### config.mk
export PLATFORM = sky130hd
export DESIGN_NAME = io_dispatch
export DESIGN_NICKNAME = d
export VERILOG_FILES = /design/src/rtl/io_dispatch.sv
export SDC_FILE = /design/constraint.sdc
export NUM_CORES = 1
export LEC_CHECK = 0
export CAP_MARGIN = 20
export CORE_MARGIN = 4
export CORE_UTILIZATION = 62
export CTS_CLUSTER_SIZE = 10
export DETAILED_ROUTE_END_ITERATION = 8
export PLACE_DENSITY_LB_ADDON = 0.08
export REMOVE_ABC_BUFFERS = 1
export SLEW_MARGIN = 20
export SYNTH_ARGS = -nofsm -noshare
export SYNTH_HDL_FRONTEND = slang
export SYNTH_SLANG_ARGS = --single-unit
### constraint.sdc
create_clock -name clk -period 4.5 [get_ports clk]
set_input_delay 0.45 -clock clk [delete_from_list [all_inputs] [get_ports clk]]
set_output_delay 0.45 -clock clk [all_outputs]
set_load 0.005 [all_outputs]
### src/rtl/io_dispatch.sv
// rtl/io_dispatch.sv - two-phase (device, port) capture routed into per-device FIFOs
//
// Purpose:
//   Follows the phase of the upstream device/port fetch stage. It captures one
//   (device, port) pair at the edge that ends each phase-1 cycle. It then pushes
//   the port word into the FIFO of that device. Each channel drains through a
//   valid/ready handshake.
//
// Ports:
//   clk          clock
//   rst_n        synchronous active-low reset
//   i_device     device number from the fetch stage
//   i_port       port word from the fetch stage
//   o_dev_data   head word per channel, channel k at [k*W +: W]
//   o_dev_valid  channel k FIFO non-empty
//   i_dev_ready  consumer k accepts the head word
//   o_ovf        sticky per-channel overflow (push into a full FIFO was dropped)
//   o_bad_dev    sticky flag, an illegal device number was captured
//   i_flag_clr   clears o_ovf / o_bad_dev (a same-cycle set event wins)
//   o_drop_cnt   saturating count of dropped pairs (only with IO_DISPATCH_STATS_EN)
//
// Build option: IO_DISPATCH_STATS_EN adds the o_drop_cnt counter.

`ifndef DATA_WIDTH
`define DATA_WIDTH 8
`endif

module io_dispatch #(
  parameter int N_DEV      = 4,
  parameter int FIFO_DEPTH = 4
) (
  input  logic                        clk,
  input  logic                        rst_n,
  input  logic [`DATA_WIDTH-1:0]      i_device,
  input  logic [`DATA_WIDTH-1:0]      i_port,
  output logic [N_DEV*`DATA_WIDTH-1:0] o_dev_data,
  output logic [N_DEV-1:0]            o_dev_valid,
  input  logic [N_DEV-1:0]            i_dev_ready,
  output logic [N_DEV-1:0]            o_ovf,
  output logic                        o_bad_dev,
`ifdef IO_DISPATCH_STATS_EN
  output logic [15:0]                 o_drop_cnt,
`endif
  input  logic                        i_flag_clr
);

  localparam int W  = `DATA_WIDTH;
  localparam int AW = $clog2(FIFO_DEPTH);
  localparam int CW = AW + 1;

  // One extra bit so the legality compare uses the full device word.
  localparam logic [W:0]    N_DEV_X = (W+1)'(N_DEV);
  localparam logic [CW-1:0] DEPTH_C = CW'(FIFO_DEPTH);

  logic             phase;
  logic             capture;
  logic             legal;
  logic             bad_set;
  logic [N_DEV-1:0] ovf_set;

  // Same reset as the fetch stage, so both toggle in lockstep.
  always_ff @(posedge clk) begin
    if (!rst_n) phase <= 1'b0;
    else        phase <= ~phase;
  end

  assign capture = phase;
  assign legal   = ({1'b0, i_device} < N_DEV_X);
  assign bad_set = capture && !legal;

  for (genvar k = 0; k < N_DEV; k++) begin : g_ch
    logic [W-1:0]  mem [FIFO_DEPTH];
    logic [AW-1:0] wr_ptr;
    logic [AW-1:0] rd_ptr;
    logic [CW-1:0] count;
    logic          push;
    logic          pop;
    logic          accept;

    assign push   = capture && legal && (i_device == W'(k));
    assign pop    = (count != '0) && i_dev_ready[k];
    // A full FIFO still accepts when its head leaves in the same cycle.
    assign accept = push && ((count < DEPTH_C) || pop);
    assign ovf_set[k] = push && !accept;

    always_ff @(posedge clk) begin
      if (!rst_n) begin
        wr_ptr <= '0;
        rd_ptr <= '0;
        count  <= '0;
        for (int i = 0; i < FIFO_DEPTH; i++) mem[i] <= '0;
      end else begin
        if (accept) begin
          mem[wr_ptr] <= i_port;
          wr_ptr      <= wr_ptr + 1'b1;
        end
        if (pop) rd_ptr <= rd_ptr + 1'b1;
        case ({accept, pop})
          2'b10:   count <= count + 1'b1;
          2'b01:   count <= count - 1'b1;
          default: count <= count;
        endcase
      end
    end

    assign o_dev_valid[k]         = (count != '0);
    assign o_dev_data[k*W +: W]   = mem[rd_ptr];
  end

  always_ff @(posedge clk) begin
    if (!rst_n) begin
      o_ovf     <= '0;
      o_bad_dev <= 1'b0;
    end else begin
      o_ovf     <= ovf_set | (o_ovf & {N_DEV{~i_flag_clr}});
      o_bad_dev <= bad_set | (o_bad_dev & ~i_flag_clr);
    end
  end

`ifdef IO_DISPATCH_STATS_EN
  logic drop_evt;
  assign drop_evt = bad_set || (ovf_set != '0);

  always_ff @(posedge clk) begin
    if (!rst_n) begin
      o_drop_cnt <= '0;
    end else if (drop_evt) begin
      if (i_flag_clr)                  o_drop_cnt <= 16'd1;
      else if (o_drop_cnt != 16'hFFFF) o_drop_cnt <= o_drop_cnt + 16'd1;
    end else if (i_flag_clr) begin
      o_drop_cnt <= '0;
    end
  end
`endif

endmodule

==> flow_metrics.env, run 1 <==
export IMPL_status="complete, no violations"
export IMPL_max_vdd_ir_drop_uv=366
export IMPL_ctsHoldBuffers=0
export IMPL_whs_ns=0.475
export IMPL_routed_wirelength_um=15800
export IMPL_drt_iter0_markers=509
export IMPL_fin_nets=679
export IMPL_grt_max_degree=38
export IMPL_grt_total_usage_pct=25.1
export IMPL_cts_clk_slew_worst_paths_ns=0.06
export IMPL_post_synth_instance_area_um2=7300
export IMPL_synth_edf_count=128
export IMPL_worstHoldPathCells=2
export IMPL_grt_ovfl_total=0
export IMPL_cap_violations=0
export IMPL_r2r_end="g_ch[1].count[2]"
export IMPL_fmax_mhz=372
export IMPL_rr_worst_depth=8
export IMPL_power_density_nw_per_um2=407
export IMPL_grt_pass1_vias=4744
export IMPL_grt_busiest_layer="met2"
export IMPL_final_setup_viol_count=0
export IMPL_die_w_um=117
export IMPL_rsz0062_at_grt="no"
export IMPL_crit_path_max_fanout=5
export IMPL_grtUsageMet2_pct=39.6
export IMPL_cts_root_buf="clkbuf_16"
export IMPL_ctsResizeCount=0
export IMPL_critical_path_class="in -> reg"
export IMPL_regArea_um2=4680
export IMPL_hold_viol_final=0
export IMPL_grt_pass1_wl_um=25100
export IMPL_synth_cell_type_count=35
export IMPL_postRouteAntennaNets=0
export IMPL_ys_top_cells_by_area="edfxtp_1 53%, dfxtp_1 12%, mux4_2 9.9%, nor2_1 8.4%, nand2_1 1.8%"
export IMPL_cp_required_ns=4.85
export IMPL_dp_cells=772
export IMPL_viasPerCell=5.95
export IMPL_synth_flop_cell="edfxtp_1"
export IMPL_fillers=665
export IMPL_synth_commonest_cells="164 x nor2_1, 128 x edfxtp_1, 42 x dfxtp_1, 35 x nand2_1, 32 x mux4_2"
export IMPL_yosysMostFrequentCell="nor2_1"
export IMPL_cts_sinks=170
export IMPL_start_util_pct=63.7
export IMPL_ys_seq_area_share_pct=64.1
export IMPL_syn_inst=574
export IMPL_num_vias=4786
export IMPL_grtUsageMet3_pct=5.13
export IMPL_finClkSkew_ns=0.00659
export IMPL_setup_tns_ns=0
export IMPL_antenna_found_initial=0
export IMPL_io_pins=64
export IMPL_cp_end_kind="register"
export IMPL_firstDrtPassIters=5
export IMPL_post_route_drc_count=0
export IMPL_finalWorstSetupSlack_ns=1.81
export IMPL_relSlewSlack_pct=30.3
export IMPL_rows=39
export IMPL_hold_path_startpoint="o_ovf[3]"
export IMPL_gp_congestion=0.896
export IMPL_r2r_start="g_ch[1].count[2]"
export IMPL_layout_cells_non_filler=804
export IMPL_avgSynthCellArea_um2=12.7
export IMPL_h_tree_depth=4
export IMPL_layout_min_cycle_time_ns=2.69
export IMPL_insertion_delay_ns=0.42
export IMPL_portBuffers=63
export IMPL_postCtsSetupRepairBufs=0
export IMPL_leakage_nw=2.90
export IMPL_die_h_um=117
export IMPL_yosys_area_top_type="edfxtp_1"
export IMPL_cts_tree="yes"
export IMPL_met1_usage_pct=34.7
export IMPL_cts_buffers_inserted=17
export IMPL_drive_gt1_share_pct=13.8
export IMPL_ys_async_sr_fraction_pct=0
export IMPL_hold_path_end="o_ovf[3]"
export IMPL_yosysTopAreaCellShare_pct=52.6
export IMPL_hp_class="reg -> reg"
export IMPL_n_antenna_cell=0
export IMPL_dp_hpwl_um=11100
export IMPL_worst_ep_arrival_time_ns=3.04
export IMPL_area_delta_synth_final_pct=21.0
export IMPL_fin_crit_sh_pct=59.8
export IMPL_dieArea_um2=13600
export IMPL_routedWlPerCell_um=19.6
export IMPL_regToRegSetupSlack_ns=2.13
export IMPL_multi_input_area_um2=2460
export IMPL_critPathLaunchType="input port"
export IMPL_ctsLongestPathBuffers=2
export IMPL_yosysWarnings=0
export IMPL_dpl_worst_slack_ns=1.26
export IMPL_yosys_register_bits=170
export IMPL_worst_pin_slew_ns=1.04
export IMPL_maxSlewViolCount=0
export IMPL_core_um2=11500
critical path, cell delays in order:
cell	delay (ns)
clkdlybuf4s50_1	0.60
nor3b_1	0.50
nand4b_1	0.37
ha_1	0.33
inv_1	0.07
fa_1	0.18
xor2_1	0.08
or3_1	0.31
a21oi_1	0.14
through the flow:
step	util [%]	cell area (um2)	total power [W]
global placement	70.8	8120	0.00190
detailed placement	70.8	8120	0.00191
finish	77.1	8840	0.00360
global route	77.1	8840	0.00370
CTS	77.0	8830	0.00362
floorplan	-	7210	0.00182
power breakdown:
part,switching (W),internal [W],leakage (nW)
Clock,0.000571,0.00115,0.341
Sequential,0.0000145,0.00172,1.66
Combinational,0.0000791,0.0000644,0.902
Total,0.000665,0.00294,2.90
per-layer routing:
metal	wire length (um)	part of all wire [%]	vias to the layer above
met5	0	0	-
met4	408	2.6	0
met3	1090	6.9	40
met2	7630	48	219
met1	6620	42	2321
li1	-	-	2206
how the worst max path moves through the flow:
| stage | cells after the start | to | start |
|---|---|---|---|
| 6_report | 9 | g_ch[1].count[2] | i_device[0] |
| 5_1_grt | 5 | g_ch[0].mem[3][3] | i_device[7] |
| 4_1_cts | 4 | g_ch[1].mem[3][5] | i_device[0] |
| 3_5_place_dp | 4 | g_ch[1].mem[3][5] | i_device[0] |
| 3_3_place_gp | 4 | g_ch[1].mem[3][3] | i_device[0] |
| 2_1_floorplan | 4 | g_ch[3].mem[1][0] | i_device[7] |
sequential cells by signal, summed over array words and instances, names as in the netlist, named ones only:
| name | flops |
|---|---|
| g_ch.count | 12 |
| g_ch.wr_ptr | 8 |
| o_ovf | 4 |
| capture | 1 |
| o_bad_dev | 1 |
| g_ch.rd_ptr | 8 |
| g_ch.mem | 128 |
logic make-up after synthesis:
logic type      after synthesis  synth area share (%)
flops                       170                  64.1
mux                          34                  10.1
simple gates                260                  16.1
compound gates               39                  3.05
fa+ha+maj                     8                  1.78
buf+inv                      43                  2.36
xor+xnor                     20                  2.40
final cells by class:
| cell class | count | share of cell area [%] |
|---|---|---|
| tap | 143 | 2.02 |
| clock inverter | 13 | 3.07 |
| sequential | 170 | 53.0 |
| timing repair buffer | 77 | 8.32 |
| multi-input combinational | 361 | 27.8 |
| clock buffer | 19 | 4.90 |
| inverter | 21 | 0.892 |
layout by cell type (no fill, tap or decap), drive strengths merged, types with 5 or more instances in the layout:
master,instances
nor2,164
edfxtp,128
clkdlybuf4s50,63
dfxtp,42
nand2,36
mux4,32
nand3,26
inv,21
clkbuf,19
o21ai,18
xor2,14
buf,14
a21oi,13
or3,9
bufinv,8
xnor2,6
nor2b,5
Power figures use the tool's default switching activity.
==> run 2: changes to the inputs <==
--- a/config.mk
+++ b/config.mk
@@ -7,7 +7,7 @@
 export LEC_CHECK = 0
 export CAP_MARGIN = 20
 export CORE_MARGIN = 4
-export CORE_UTILIZATION = 62
+export CORE_UTILIZATION = 57
 export CTS_CLUSTER_SIZE = 10
 export DETAILED_ROUTE_END_ITERATION = 8
 export PLACE_DENSITY_LB_ADDON = 0.08
==> constraint.sdc (replaced) <==
create_clock -name clk -period 2.65 [get_ports clk]
set_input_delay 0.265 -clock clk [delete_from_list [all_inputs] [get_ports clk]]
set_output_delay 0.265 -clock clk [all_outputs]
set_load 0.005 [all_outputs]
==> run 2 against run 1 <==
Clock power up 42%. First-iteration DRC count up 9.4%. Highest routed layer unchanged. Setup slack worse by 1.6 ns. Via count up 0.79%. Sequential cell count unchanged. Global-route usage down 1.9 points. Worst hold slack worse by 0.013 ns. Routed wire length up 0.45%. Design area up 0.76%. Critical path depth down 7.
==> flow_metrics.env, run 2 (same netlist as run 1, synthesis figures left out) <==
export IMPL_cap_violations=0
export IMPL_rows=41
export IMPL_worst_pin_slew_ns=0.574
export IMPL_cts_buffers_inserted=17
export IMPL_dp_cells=821
export IMPL_fin_nets=699
export IMPL_cts_sinks=170
export IMPL_relSlewSlack_pct=61.8
export IMPL_final_setup_viol_count=0
export IMPL_hp_class="reg -> reg"
export IMPL_postRouteAntennaNets=0
export IMPL_n_antenna_cell=0
export IMPL_dp_hpwl_um=11300
export IMPL_max_vdd_ir_drop_uv=330
export IMPL_layout_min_cycle_time_ns=2.41
export IMPL_cts_clk_slew_worst_paths_ns=0.06
export IMPL_die_w_um=121
export IMPL_cpPeakStageDelay_ns=0.67
export IMPL_power_density_nw_per_um2=633
export IMPL_finClkSkew_ns=0.00675
export IMPL_cts_tree="yes"
export IMPL_grt_total_usage_pct=23.3
export IMPL_ctsHoldBuffers=0
export IMPL_ctsResizeCount=0
export IMPL_routedWlPerCell_um=18.6
export IMPL_fin_area_um2=8910
export IMPL_fmax_mhz=415
export IMPL_routed_wirelength_um=15800
export IMPL_final_cell_mix="164 x nor2_1, 128 x edfxtp_1, 63 x clkdlybuf4s50_1"
export IMPL_final_common_cell="nor2_1"
export IMPL_core_um2=12600
export IMPL_layout_cells_non_filler=853
export IMPL_dpl_worst_slack_ns=0.0449
export IMPL_grt_max_degree=37
export IMPL_post_route_drc_count=0
export IMPL_whs_ns=0.462
export IMPL_fin_crit_sh_pct=91.0
export IMPL_grt_pass1_vias=4730
export IMPL_leakage_nw=2.95
export IMPL_antenna_found_initial=0
export IMPL_drt_iter0_markers=557
export IMPL_largest_register="g_ch.mem"
export IMPL_grt_pass1_wl_um=25400
export IMPL_insertion_delay_ns=0.42
export IMPL_viasPerCell=5.66
export IMPL_finalWorstSetupSlack_ns=0.239
export IMPL_cts_root_buf="clkbuf_16"
export IMPL_hold_viol_final=0
export IMPL_cp_slowest_cell="dfxtp_1"
export IMPL_dieArea_um2=14700
export IMPL_largestRegisters="g_ch.mem (128), g_ch.count (12)"
export IMPL_largest_reg_flops=128
export IMPL_postCtsSetupRepairBufs=0
export IMPL_h_tree_depth=4
export IMPL_rsz0062_at_grt="no"
export IMPL_crit_path_max_fanout=8
export IMPL_portBuffers=63
export IMPL_drive_gt1_share_pct=15.7
export IMPL_maxSlewViolCount=0
export IMPL_critPathLaunchType="register"
export IMPL_cp_end_kind="primary output"
export IMPL_status="complete, no violations"
export IMPL_ctsLongestPathBuffers=2
export IMPL_cp_required_ns=2.38
export IMPL_firstDrtPassIters=5
export IMPL_worst_ep_arrival_time_ns=2.15
export IMPL_io_pins=64
export IMPL_num_vias=4824
export IMPL_crit_chain="mux4_2 -> clkdlybuf4s50_1"
export IMPL_placed_cell_area_um2=8320
export IMPL_start_util_pct=58.1
export IMPL_gp_congestion=0.939
export IMPL_critical_path_class="reg -> out"
export IMPL_die_h_um=121
export IMPL_area_delta_synth_final_pct=21.9
export IMPL_grt_ovfl_total=0
==> run 2: cell types whose count changed in the layout (fill, tap and decap cells not counted), moves of 2 or more <==
cell	previous run	this run
clkbuf_16	17	19
o31ai_2	2	0
bufinv_16	8	1
buf_4	14	34
clkbuf_8	0	3
o31ai_1	0	2
==> run 2: stage by stage <==
stage | total power (W) | utilization, % | TNS, ns
2_1_floorplan | 0.00309 | - | -6.85
3_3_place_gp | 0.00325 | 66.2 | 0
3_5_place_dp | 0.00326 | 66.2 | 0
4_1_cts | 0.00566 | 70.9 | 0
5_1_grt | 0.00580 | 70.9 | 0
6_report | 0.00564 | 70.9 | 0
==> run 2: power breakdown <==
group          internal (W)  switching, W  total [W]  leakage, nW
registers           0.00292     0.0000219    0.00294         1.66
clock network       0.00147      0.000963    0.00244        0.291
logic              0.000120      0.000139   0.000259        0.997
total               0.00451       0.00112    0.00564         2.95
==> run 2: cell type report <==
class	instances	area, um2
Clock buffer	25	528
Timing Repair Buffer	97	886
Fill cell	898	3660
Multi-Input combinational cell	361	2450
Sequential cell	170	4680
Clock inverter	7	61.3
Tap cell	172	215
Inverter	21	78.8
==> run 2: metal layers <==
layer | vias to the layer above | share of wire [%] | track usage [%]
met5 | - | 0 | 0
met3 | 27 | 7.2 | 4.38
li1 | 2248 | - | -
met1 | 2345 | 45 | 34.6
met4 | 0 | 2.5 | 9.59
met2 | 204 | 45 | 34.1
==> run 2: path summary, 6_finish.rpt <==
check                        start                to  slack (ns)  depth (start not counted)
setup reg to reg  g_ch[1].count[2]  g_ch[1].count[2]        0.45                          8
hold / removal            o_ovf[3]          o_ovf[3]        0.46                          2
setup / recovery          register    o_dev_data[17]        0.24                          2
hold reg to reg           o_ovf[3]          o_ovf[3]        0.46                          2
==> run 2: worst max-delay path: cells and delay by family (launching register included) <==
kind	cells	cell delay (ns)
buf+inv	1	0.47
flops	1	0.67
mux	1	0.59
==> run 3: changes to the inputs <==
==> constraint.sdc (replaced) <==
create_clock -name clk -period 2.6 [get_ports clk]
set_input_delay 0.26 -clock clk [delete_from_list [all_inputs] [get_ports clk]]
set_output_delay 0.26 -clock clk [all_outputs]
set_load 0.005 [all_outputs]
==> run 3 against run 2 <==
Via count is 1.4% higher. Sequential cell count stayed put. Non-clock buffer count is 4 higher. Design area is 1.1% higher. Combinational power is 3% higher. Highest routed layer unchanged. Cell count is 0.47% higher. Clock power is 15% higher. Critical endpoint is now o_dev_data[10].
==> flow_metrics.env, run 3 (same netlist as run 1, synthesis figures left out) <==
export IMPL_cp_slowest_cell="dfxtp_1"
export IMPL_critPathLaunchType="register"
export IMPL_final_cell_mix="164 x nor2_1, 128 x edfxtp_1, 63 x clkdlybuf4s50_1"
export IMPL_grt_ovfl_total=0
export IMPL_worst_pin_slew_ns=0.562
export IMPL_n_antenna_cell=0
export IMPL_leakage_nw=3.00
export IMPL_relSlewSlack_pct=62.5
export IMPL_cp_required_ns=2.34
export IMPL_max_vdd_ir_drop_uv=417
export IMPL_fin_crit_sh_pct=93.6
export IMPL_fin_nets=703
export IMPL_cap_violations=0
export IMPL_grt_pass1_wl_um=25800
export IMPL_dieArea_um2=14700
export IMPL_die_w_um=121
export IMPL_ctsResizeCount=0
export IMPL_postCtsSetupRepairBufs=0
export IMPL_grt_max_degree=37
export IMPL_portBuffers=63
export IMPL_fmax_mhz=411
export IMPL_maxSlewViolCount=0
export IMPL_r2r_end="g_ch[2].count[2]"
export IMPL_crit_chain="mux4_2 -> clkdlybuf4s50_1"
export IMPL_finClkSkew_ns=0.00605
export IMPL_crit_family="flip-flops"
export IMPL_largest_register="g_ch.mem"
export IMPL_ctsHoldBuffers=0
export IMPL_rr_worst_depth=8
export IMPL_dp_hpwl_um=11300
export IMPL_dp_cells=825
export IMPL_regToRegSetupSlack_ns=0.38
export IMPL_cts_root_buf="clkbuf_16"
export IMPL_die_h_um=121
export IMPL_hold_viol_final=0
export IMPL_total_power_w=0.00606
export IMPL_antenna_found_initial=0
export IMPL_routed_wirelength_um=16200
export IMPL_core_um2=12600
export IMPL_worst_path_buf_inv=1
export IMPL_grt_pass1_vias=4850
export IMPL_rows=41
export IMPL_placed_cell_area_um2=8350
export IMPL_cts_clk_slew_worst_paths_ns=0.06
export IMPL_insertion_delay_ns=0.42
export IMPL_num_vias=4891
export IMPL_status="complete, no violations"
export IMPL_power_density_nw_per_um2=674
export IMPL_area_delta_synth_final_pct=23.2
export IMPL_fillers=865
export IMPL_cts_sinks=170
export IMPL_start_util_pct=58.1
export IMPL_post_route_drc_count=0
export IMPL_path_depth=2
export IMPL_cts_tree="yes"
export IMPL_hp_class="reg -> reg"
export IMPL_r2r_start="g_ch[2].count[2]"
export IMPL_layout_min_cycle_time_ns=2.43
export IMPL_cp_end_kind="primary output"
export IMPL_firstDrtPassIters=5
export IMPL_dpl_worst_slack_ns=0.0643
export IMPL_h_tree_depth=4
export IMPL_largestRegisters="g_ch.mem (128), g_ch.count (12)"
export IMPL_io_pins=64
export IMPL_largest_reg_flops=128
export IMPL_worst_ep_arrival_time_ns=2.17
export IMPL_grt_total_usage_pct=23.5
export IMPL_rsz0062_at_grt="no"
export IMPL_layout_cells_non_filler=857
export IMPL_postRouteAntennaNets=0
export IMPL_gp_congestion=0.929
export IMPL_critical_path_class="reg -> out"
export IMPL_cpPeakStageDelay_ns=0.66
export IMPL_setup_tns_ns=0
export IMPL_drt_iter0_markers=612
export IMPL_final_common_cell="nor2_1"
export IMPL_fin_area_um2=9000
export IMPL_crit_path_max_fanout=8
export IMPL_final_setup_viol_count=0
export IMPL_ctsLongestPathBuffers=2
export IMPL_cts_buffers_inserted=17
export IMPL_cp_endpoint="o_dev_data[10]"
export IMPL_finalWorstSetupSlack_ns=0.166
export IMPL_routedWlPerCell_um=18.9
export IMPL_viasPerCell=5.71
export IMPL_drive_gt1_share_pct=16.5
[run 3: worst min-delay path by stage]
| stage | from | end | slack, ns | depth (start not counted) |
|---|---|---|---|---|
| after floorplan | rst_n | g_ch[0].wr_ptr[1] | 0.41 | 2 |
| after global placement | o_ovf[3] | o_ovf[3] | 0.45 | 2 |
| after detailed placement | o_ovf[3] | o_ovf[3] | 0.45 | 2 |
| after CTS | o_ovf[3] | o_ovf[3] | 0.46 | 2 |
| after global routing | o_ovf[3] | o_ovf[3] | 0.49 | 2 |
| final | o_ovf[3] | o_ovf[3] | 0.46 | 2 |
[run 3: stage by stage]
stage,util (%),hold slack [ns]
after CTS,71.6,0.460
final,71.6,0.456
after global placement,66.4,0.446
after detailed placement,66.4,0.448
after global routing,71.6,0.491
after floorplan,-,0.406
[run 3: worst min-delay path, stage by stage, from the launching register on]
cell	delay [ns]
dfxtp_1	0.31
nand2_1	0.05
a21oi_1	0.05
[run 3: layout make-up]
cell class | count | area, um2 | area share [%]
multi-input cells | 361 | 2450 | 27.2
inverters | 21 | 78.8 | 0.876
clock buffers | 17 | 425 | 4.73
flip-flops and latches | 170 | 4680 | 52.0
well taps | 172 | 215 | 2.39
clock inverters | 15 | 229 | 2.54
repair buffers | 101 | 916 | 10.2
[run 3: per-layer routing]
metal / vias up / track usage (%) / routed length [um]
li1: 2253 / - / -
met1: 2424 / 33.4 / 6970
met2: 181 / 35.8 / 7770
met3: 33 / 4.76 / 1010
met4: 0 / 9.59 / 427
met5: - / 0 / 0
[run 3: power by group]
part	switching (W)	internal, W
sequential	0.0000223	0.00298
combinational	0.000142	0.000124
clock	0.00101	0.00179
